===== src/rtl/flog_pkg.sv =====
// flog_pkg: shared state/class enums, format-derivation helpers and canonical
// special-value constants for the flog_unit log2 datapath.
package flog_pkg;

    typedef enum logic [1:0] {S_IDLE, S_ITER, S_NORM, S_DONE} state_e;

    typedef enum logic [2:0] {
        CLS_ZERO,
        CLS_NAN,
        CLS_NEG,
        CLS_INF,
        CLS_ONE,
        CLS_NORMAL
    } class_e;

    localparam logic NAN_SIGN  = 1'b0;
    localparam logic NINF_SIGN = 1'b1;
    localparam logic PINF_SIGN = 1'b0;

    function automatic int flog_bias(input int exp_width);
        return (1 << (exp_width - 1)) - 1;
    endfunction

    function automatic int flog_emax(input int exp_width);
        return (1 << exp_width) - 1;
    endfunction

    // Canonical NaN carries only the quiet bit in its mantissa.
    function automatic int flog_nan_man(input int man_width);
        return 1 << (man_width - 1);
    endfunction

    function automatic class_e flog_classify(
        input logic sign,
        input logic exp_zero,
        input logic exp_max,
        input logic man_zero,
        input logic exp_bias
    );
        if (exp_zero)
            return CLS_ZERO;
        if (exp_max && !man_zero)
            return CLS_NAN;
        if (sign)
            return CLS_NEG;
        if (exp_max)
            return CLS_INF;
        if (exp_bias && man_zero)
            return CLS_ONE;
        return CLS_NORMAL;
    endfunction

endpackage


===== src/rtl/log2_frac_seq.sv =====
// log2_frac_seq: bit-serial log2(1.m) engine; one fraction bit per cycle, MSB first,
// by repeated truncated squaring of y (Q2 fixed point) with renormalisation when y >= 2.
module log2_frac_seq #(
    parameter int MAN_WIDTH = 7,
    parameter int LOG_BITS  = 16
) (
    input  logic                 clk,
    input  logic                 rst,
    input  logic                 start,
    input  logic [MAN_WIDTH:0]   mant,
    output logic                 done,
    output logic [LOG_BITS-1:0]  frac
);

    localparam int FW = MAN_WIDTH + LOG_BITS;
    localparam int YW = FW + 2;
    localparam int SW = 2 * YW;
    localparam int CW = $clog2(LOG_BITS + 1);
    localparam logic [CW-1:0] LAST = CW'(LOG_BITS - 1);

    logic                busy_q, busy_d;
    logic [CW-1:0]       cnt_q, cnt_d;
    logic [YW-1:0]       y_q, y_d;
    logic [LOG_BITS-1:0] frac_q, frac_d;
    logic [YW-1:0]       sq;
    logic                bit_out;

    always_comb begin
        sq      = YW'((SW'(y_q) * SW'(y_q)) >> FW);
        bit_out = sq[YW-1];
        busy_d  = busy_q;
        cnt_d   = cnt_q;
        y_d     = y_q;
        frac_d  = frac_q;
        done    = busy_q && (cnt_q == LAST);
        if (start) begin
            busy_d = 1'b1;
            cnt_d  = '0;
            y_d    = {1'b0, mant, {LOG_BITS{1'b0}}};
        end else if (busy_q) begin
            y_d    = bit_out ? (sq >> 1) : sq;
            frac_d = {frac_q[LOG_BITS-2:0], bit_out};
            cnt_d  = cnt_q + 1'b1;
            if (done)
                busy_d = 1'b0;
        end
    end

    always_ff @(posedge clk or negedge rst) begin
        if (!rst) begin
            busy_q <= 1'b0;
            cnt_q  <= '0;
        end else begin
            busy_q <= busy_d;
            cnt_q  <= cnt_d;
        end
    end

    always_ff @(posedge clk) begin
        y_q    <= y_d;
        frac_q <= frac_d;
    end

    assign frac = frac_q;

endmodule


===== src/rtl/flog_unit.sv =====
// flog_unit: floating-point log2 (classify, serial fraction engine, renormalise).
// Build option FLOG_RNE_EN: round-to-nearest-even in NORM instead of truncation.
module flog_unit
    import flog_pkg::*;
#(
    parameter int EXP_WIDTH = 8,
    parameter int MAN_WIDTH = 7,
    parameter int LOG_BITS  = 16
) (
    input  logic                 clk,
    input  logic                 rst,
    input  logic                 in_valid,
    output logic                 in_ready,
    input  logic                 in_sign,
    input  logic [EXP_WIDTH-1:0] in_exp,
    input  logic [MAN_WIDTH-1:0] in_man,
    output logic                 out_valid,
    input  logic                 out_ready,
    output logic                 out_sign,
    output logic [EXP_WIDTH-1:0] out_exp,
    output logic [MAN_WIDTH-1:0] out_man,
    output logic                 out_invalid,
    output logic                 out_dbz
);

    localparam int BIAS_I = flog_bias(EXP_WIDTH);
    localparam logic [EXP_WIDTH-1:0] BIAS_V  = EXP_WIDTH'(BIAS_I);
    localparam logic [EXP_WIDTH-1:0] EMAX_V  = EXP_WIDTH'(flog_emax(EXP_WIDTH));
    localparam logic [MAN_WIDTH-1:0] NAN_MAN = MAN_WIDTH'(flog_nan_man(MAN_WIDTH));
    localparam int KW = EXP_WIDTH + 1;
    localparam int VW = KW + LOG_BITS;
    localparam int PW = $clog2(VW);

    state_e                 state_q, state_d;
    logic signed [KW-1:0]   k_q, k_d;
    logic                   valid_q, valid_d;
    logic                   sign_q, sign_d;
    logic [EXP_WIDTH-1:0]   exp_q, exp_d;
    logic [MAN_WIDTH-1:0]   man_q, man_d;
    logic                   inv_q, inv_d;
    logic                   dbz_q, dbz_d;

    class_e                 cls;
    logic                   eng_start;
    logic                   eng_done;
    logic [LOG_BITS-1:0]    frac;

    logic signed [VW-1:0]   v;
    logic [VW-1:0]          m_abs;
    logic [PW-1:0]          lead;
    logic [EXP_WIDTH-1:0]   n_exp;
    logic [MAN_WIDTH-1:0]   n_man;

    log2_frac_seq #(
        .MAN_WIDTH (MAN_WIDTH),
        .LOG_BITS  (LOG_BITS)
    ) u_frac (
        .clk   (clk),
        .rst   (rst),
        .start (eng_start),
        .mant  ({1'b1, in_man}),
        .done  (eng_done),
        .frac  (frac)
    );

    assign cls = flog_classify(in_sign, in_exp == '0, in_exp == EMAX_V,
                               in_man == '0, in_exp == BIAS_V);

`ifdef FLOG_RNE_EN
    logic [VW-2:0] nrm;

    // nrm has the leading one already stripped; result is {exp, man}.
    function automatic logic [EXP_WIDTH+MAN_WIDTH-1:0] round_rne(
        input logic [VW-2:0] n,
        input logic [PW-1:0] p
    );
        logic [MAN_WIDTH-1:0] m;
        logic                 guard;
        logic                 sticky;
        logic [MAN_WIDTH:0]   sum;
        logic [EXP_WIDTH-1:0] e;
        m      = n[VW-2 -: MAN_WIDTH];
        guard  = n[VW-2-MAN_WIDTH];
        sticky = |n[VW-3-MAN_WIDTH:0];
        sum    = {1'b0, m} + (MAN_WIDTH+1)'(guard && (sticky || m[0]));
        e      = EXP_WIDTH'(BIAS_I + int'(p) - LOG_BITS) + EXP_WIDTH'(sum[MAN_WIDTH]);
        return {e, sum[MAN_WIDTH-1:0]};
    endfunction
`endif

    always_comb begin
        v     = {k_q, frac};
        m_abs = v[VW-1] ? $unsigned(-v) : $unsigned(v);
        lead  = '0;
        for (int i = 0; i < VW; i++)
            if (m_abs[i])
                lead = PW'(i);
`ifdef FLOG_RNE_EN
        nrm            = (VW-1)'(m_abs << (VW - 1 - int'(lead)));
        {n_exp, n_man} = round_rne(nrm, lead);
`else
        n_man = MAN_WIDTH'((m_abs << (VW - 1 - int'(lead))) >> (VW - 1 - MAN_WIDTH));
        n_exp = EXP_WIDTH'(BIAS_I + int'(lead) - LOG_BITS);
`endif
    end

    always_comb begin
        state_d   = state_q;
        k_d       = k_q;
        valid_d   = valid_q;
        sign_d    = sign_q;
        exp_d     = exp_q;
        man_d     = man_q;
        inv_d     = inv_q;
        dbz_d     = dbz_q;
        eng_start = 1'b0;
        case (state_q)
            S_IDLE: begin
                if (in_valid) begin
                    if (cls == CLS_NORMAL) begin
                        k_d       = $signed({1'b0, in_exp}) - $signed({1'b0, BIAS_V});
                        eng_start = 1'b1;
                        state_d   = S_ITER;
                    end else begin
                        valid_d = 1'b1;
                        state_d = S_DONE;
                        man_d   = '0;
                        case (cls)
                            CLS_ZERO: begin
                                sign_d = NINF_SIGN;
                                exp_d  = EMAX_V;
                                dbz_d  = 1'b1;
                            end
                            CLS_NAN, CLS_NEG: begin
                                sign_d = NAN_SIGN;
                                exp_d  = EMAX_V;
                                man_d  = NAN_MAN;
                                inv_d  = 1'b1;
                            end
                            CLS_INF: begin
                                sign_d = PINF_SIGN;
                                exp_d  = EMAX_V;
                            end
                            default: begin
                                sign_d = 1'b0;
                                exp_d  = '0;
                            end
                        endcase
                    end
                end
            end
            S_ITER: begin
                if (eng_done)
                    state_d = S_NORM;
            end
            S_NORM: begin
                valid_d = 1'b1;
                state_d = S_DONE;
                if (m_abs == '0) begin
                    sign_d = 1'b0;
                    exp_d  = '0;
                    man_d  = '0;
                end else begin
                    sign_d = v[VW-1];
                    exp_d  = n_exp;
                    man_d  = n_man;
                end
            end
            S_DONE: begin
                if (out_ready) begin
                    state_d = S_IDLE;
                    valid_d = 1'b0;
                    inv_d   = 1'b0;
                    dbz_d   = 1'b0;
                end
            end
            default: state_d = S_IDLE;
        endcase
    end

    always_ff @(posedge clk or negedge rst) begin
        if (!rst) begin
            state_q <= S_IDLE;
            valid_q <= 1'b0;
            sign_q  <= 1'b0;
            exp_q   <= '0;
            man_q   <= '0;
            inv_q   <= 1'b0;
            dbz_q   <= 1'b0;
        end else begin
            state_q <= state_d;
            valid_q <= valid_d;
            sign_q  <= sign_d;
            exp_q   <= exp_d;
            man_q   <= man_d;
            inv_q   <= inv_d;
            dbz_q   <= dbz_d;
        end
    end

    always_ff @(posedge clk) begin
        k_q <= k_d;
    end

    assign in_ready    = (state_q == S_IDLE);
    assign out_valid   = valid_q;
    assign out_sign    = sign_q;
    assign out_exp     = exp_q;
    assign out_man     = man_q;
    assign out_invalid = inv_q;
    assign out_dbz     = dbz_q;

endmodule


===== config.mk =====
export PLATFORM = sky130hd
export DESIGN_NAME = flog_unit
export DESIGN_NICKNAME = d
export VERILOG_FILES = /design/src/rtl/flog_pkg.sv /design/src/rtl/log2_frac_seq.sv /design/src/rtl/flog_unit.sv
export SDC_FILE = /design/constraint.sdc
export NUM_CORES = 1
export LEC_CHECK = 0
export BUFFER_PORTS_ARGS = -buffer_cell sky130_fd_sc_hd__buf_2
export CORE_MARGIN = 2
export CORE_UTILIZATION = 60
export DETAILED_ROUTE_END_ITERATION = 7
export PLACE_DENSITY_LB_ADDON = 0.05
export SKIP_LAST_GASP = 1
export SLEW_MARGIN = 20
export SYNTH_ARGS = -nofsm -noshare
export SYNTH_HDL_FRONTEND = slang
export SYNTH_SLANG_ARGS = --single-unit

===== constraint.sdc =====
create_clock -name clk -period 11.5 [get_ports clk]
set_input_delay 1.15 -clock clk [delete_from_list [all_inputs] [get_ports clk]]
set_output_delay 1.15 -clock clk [all_outputs]
set_load 0.01 [all_outputs]

==> impl_metrics.toml <==
[floorplanning]
die-area_sq_um = 37400
core_area_sq_um = 35400
ioPinCount = 40
rows = 69
die_h_um = 193
die_w_um = 193
initial_core_util_pct = 60.7

[route]
drt_wl_total_mm = 54.1
route.detailed.drc = 0
wire_per_inst_um = 19.3
vias = 16196
dr_wl_met3_mm = 3.89
avgViaCountPerCell = 5.77
ant_nets = 0
highest_layer = "met4"
met2_length_mm = 26.1
drt_iter0_drc = 1010
dr.pass1.iters = 5
wl_met1_mm = 22.6

[min_path]
min-delay-start = "out_exp[4]"
min_path_type = "reg -> reg"
hold_depth = 2
hold_end = "out_exp[4]"

[grt]
grt_overflow_total = 0
grt_pass1_wl_mm = 91.0
grt_pass1_vias = 17461
antenna_found_initial = 0
grt_max_degree = 47
grt_usage_pct = 30.5

[worst_setup_path]
cp.buffers_inverters = 5
critPathSlowestCell = "dfxtp_1"
cp-start-kind = "register"
end_kind = "register"
cp.arrival_ns = 9.80
critical_path.max_stage_delay_ns = 0.86
r2r_setup_slack_ns = 1.88
criticalPathCategory = "reg -> reg"
rr_endpoint = "u_frac.y_q[9]"
r2r-start = "u_frac.y_q[8]"
r2r_cells = 25
cpMostUsedCell = "fa_1"
crit_fanout = 26
required_ns = 11.68
critPathTopFamily = "adder cells"

[placed_design]
numPortBuffers = 39
dp_hpwl_mm = 44.3
place_congestion = 0.907

[synthesis]
avgSynthCellArea_sq_um = 9.10
yosys.area_share.xor_xnor_pct = 2.93
synthFlopType = "edfxtp_1"
yosysSeqAreaShare_pct = 9.20
synth-edff-count = 32
synthSimpleGateAreaFrac_pct = 14.3
synth_compound_area_share_pct = 9.27
synthMuxAreaShare_pct = 2.31
synth_nets = 2989
ys_async_sr_fraction_pct = 35.5
synth_top_family_by_area = "adder cells"
synth_warnings = 0
synth_cells = 2361
ys_ff_latch = 76
ys_types = 93
synthAdderAreaFrac_pct = 50.1
syn-cell-area_sq_um = 21500

[clock_tree]
clkSlewWorstSetupHoldPaths_ns = 0.07
post_cts_buffers = 0
cts-hold-fix-buffers = 0
worstSkewPairLatency_ns = 0.35
cts_max_level = 3
cts-root-buf = "clkbuf_16"
cts_resized = 0
numCtsBuffers = 9
clock_path_buffers = 2
cts_tree = "built"
cts_sinks = 76

[timing]
slew_violations = 0
fin_skew_ns = 0.0133
finalCritPeriodShare_pct = 83.6
setup_viol = 0
finalHoldViolations = 0
rsz0062_at_grt = "false"
fmax_ghz = 0.104
period_needed_ns = 9.62
worst_pin_slew_ns = 1.08
slew_headroom_pct = 27.9
setup_tns_ns = 0

[layout]
fillers = 3112
diodes = 0
final_common_cell = "inv_1"
num-nets-final = 2967
regArea_sq_um = 1980
drive_gt1_share_pct = 5.50
multiInputGateArea_sq_um = 17000
area_delta_synth_final_pct = 3.96
final_cell_mix = "inv_1 (564), fa_1 (422), nand2_1 (207)"

[status]
status = "finished, final reports clean"

[job]
maxCapViolCount = 0
## per-layer routing
metal	vias to the layer above	GRT usage, %
li1	7383	-
met1	8140	41.4
met2	575	51.3
met3	98	5.26
met4	0	7.89
met5	-	0
## final cells by class
type                       instances  area share [%]
tap                              461            2.58
clock buffer                      12            1.20
multi-input combinational       1617            75.9
timing repair buffer              68            1.86
inverter                         567            9.53
sequential                        76            8.85
clock inverter                     4           0.101
## cells by family after synthesis
kind of cell / Yosys count
AOI/OAI and AO/OA: 297
buffers and inverters: 668
and+or+nand+nor: 601
xor gates and xnor gates: 71
DFF: 76
adders and majority gates: 608
muxes: 40
## metrics by stage
stage	setup slack [ns]	hold slack [ns]	utilization (%)	area, sq um	std cells
2_1_floorplan	3.42	0.421	-	21500	2361
3_3_place_gp	1.27	0.455	62.3	22000	2788
3_5_place_dp	1.96	0.466	62.3	22100	2789
4_1_cts	1.94	0.480	63.1	22300	2805
5_1_grt	1.26	0.517	63.1	22300	2805
6_report	1.88	0.483	63.1	22300	2805
## worst reg2reg max path: stages, from the launching register on
cell and delay, ns:
dfxtp_1 0.86, clkinv_1 0.60, nor2_1 0.30, fa_1 0.47
fa_1 0.49, fa_1 0.50, inv_1 0.05, fa_1 0.48
fa_1 0.47, fa_1 0.51, inv_1 0.05, fa_1 0.43
ha_1 0.30, o21ai_0 0.08, nand2b_1 0.13, nand4_1 0.17
a2111oi_1 0.39, clkdlybuf4s18_2 0.34, o21ai_0 0.19, a2111oi_0 0.70
o2111ai_1 0.23, and2_1 0.22, o211ai_1 0.70, buf_4 0.47
nor3b_1 0.25, a2111oi_0 0.09
## worst max path at each step
stage                   startpoint             end  depth (start not counted)  slack (ns)
floorplan           u_frac.y_q[20]  u_frac.y_q[21]                         27        3.42
global placement     u_frac.y_q[8]   u_frac.y_q[9]                         24        1.27
detailed placement   u_frac.y_q[8]   u_frac.y_q[9]                         25        1.96
CTS                  u_frac.y_q[8]   u_frac.y_q[9]                         25        1.94
global route         u_frac.y_q[8]   u_frac.y_q[9]                         25        1.26
finish               u_frac.y_q[8]   u_frac.y_q[9]                         25        1.88
## flip-flops by register name (all words and copies together), names as in the netlist
signal         flops
u_frac.y_q        24
u_frac.frac       16
k_q                9
out_exp            8
out_man            7
u_frac.cnt_q       5
state_q            2
out_dbz            1
out_invalid        1
out_sign           1
out_valid          1
u_frac.busy_q      1
## Yosys cell counts (6+ instances only)
cell | n | area (sq um)
nand4_1 | 12 | 75.1
a31oi_1 | 12 | 75.1
a211oi_1 | 14 | 105
o21a_1 | 7 | 52.6
mux2i_1 | 26 | 260
nor2_1 | 87 | 327
clkbuf_1 | 81 | 304
nor2b_1 | 10 | 62.6
nand2b_1 | 6 | 37.5
xnor2_1 | 41 | 359
a21oi_1 | 74 | 370
and2_1 | 134 | 838
buf_2 | 13 | 65.1
nand2_1 | 207 | 777
ha_1 | 186 | 2330
a21o_1 | 14 | 105
o211ai_1 | 18 | 135
nor4_1 | 13 | 81.3
and3_1 | 15 | 93.8
or2_2 | 10 | 62.6
dfrtp_1 | 27 | 676
inv_1 | 564 | 2120
mux2_2 | 6 | 67.6
dfxtp_1 | 17 | 340
o31ai_1 | 15 | 113
mux4_2 | 7 | 158
o21ai_0 | 58 | 290
o2111ai_1 | 7 | 61.3
fa_1 | 422 | 8450
a22oi_1 | 9 | 67.6
nor3_1 | 29 | 145
a41oi_1 | 7 | 61.3
xor2_1 | 29 | 254
nand3_1 | 39 | 195
edfxtp_1 | 32 | 961
Power is left out: the tool's default activity adds up to more than one toggle a clock period on the data nets, which glitch-free logic cannot reach.
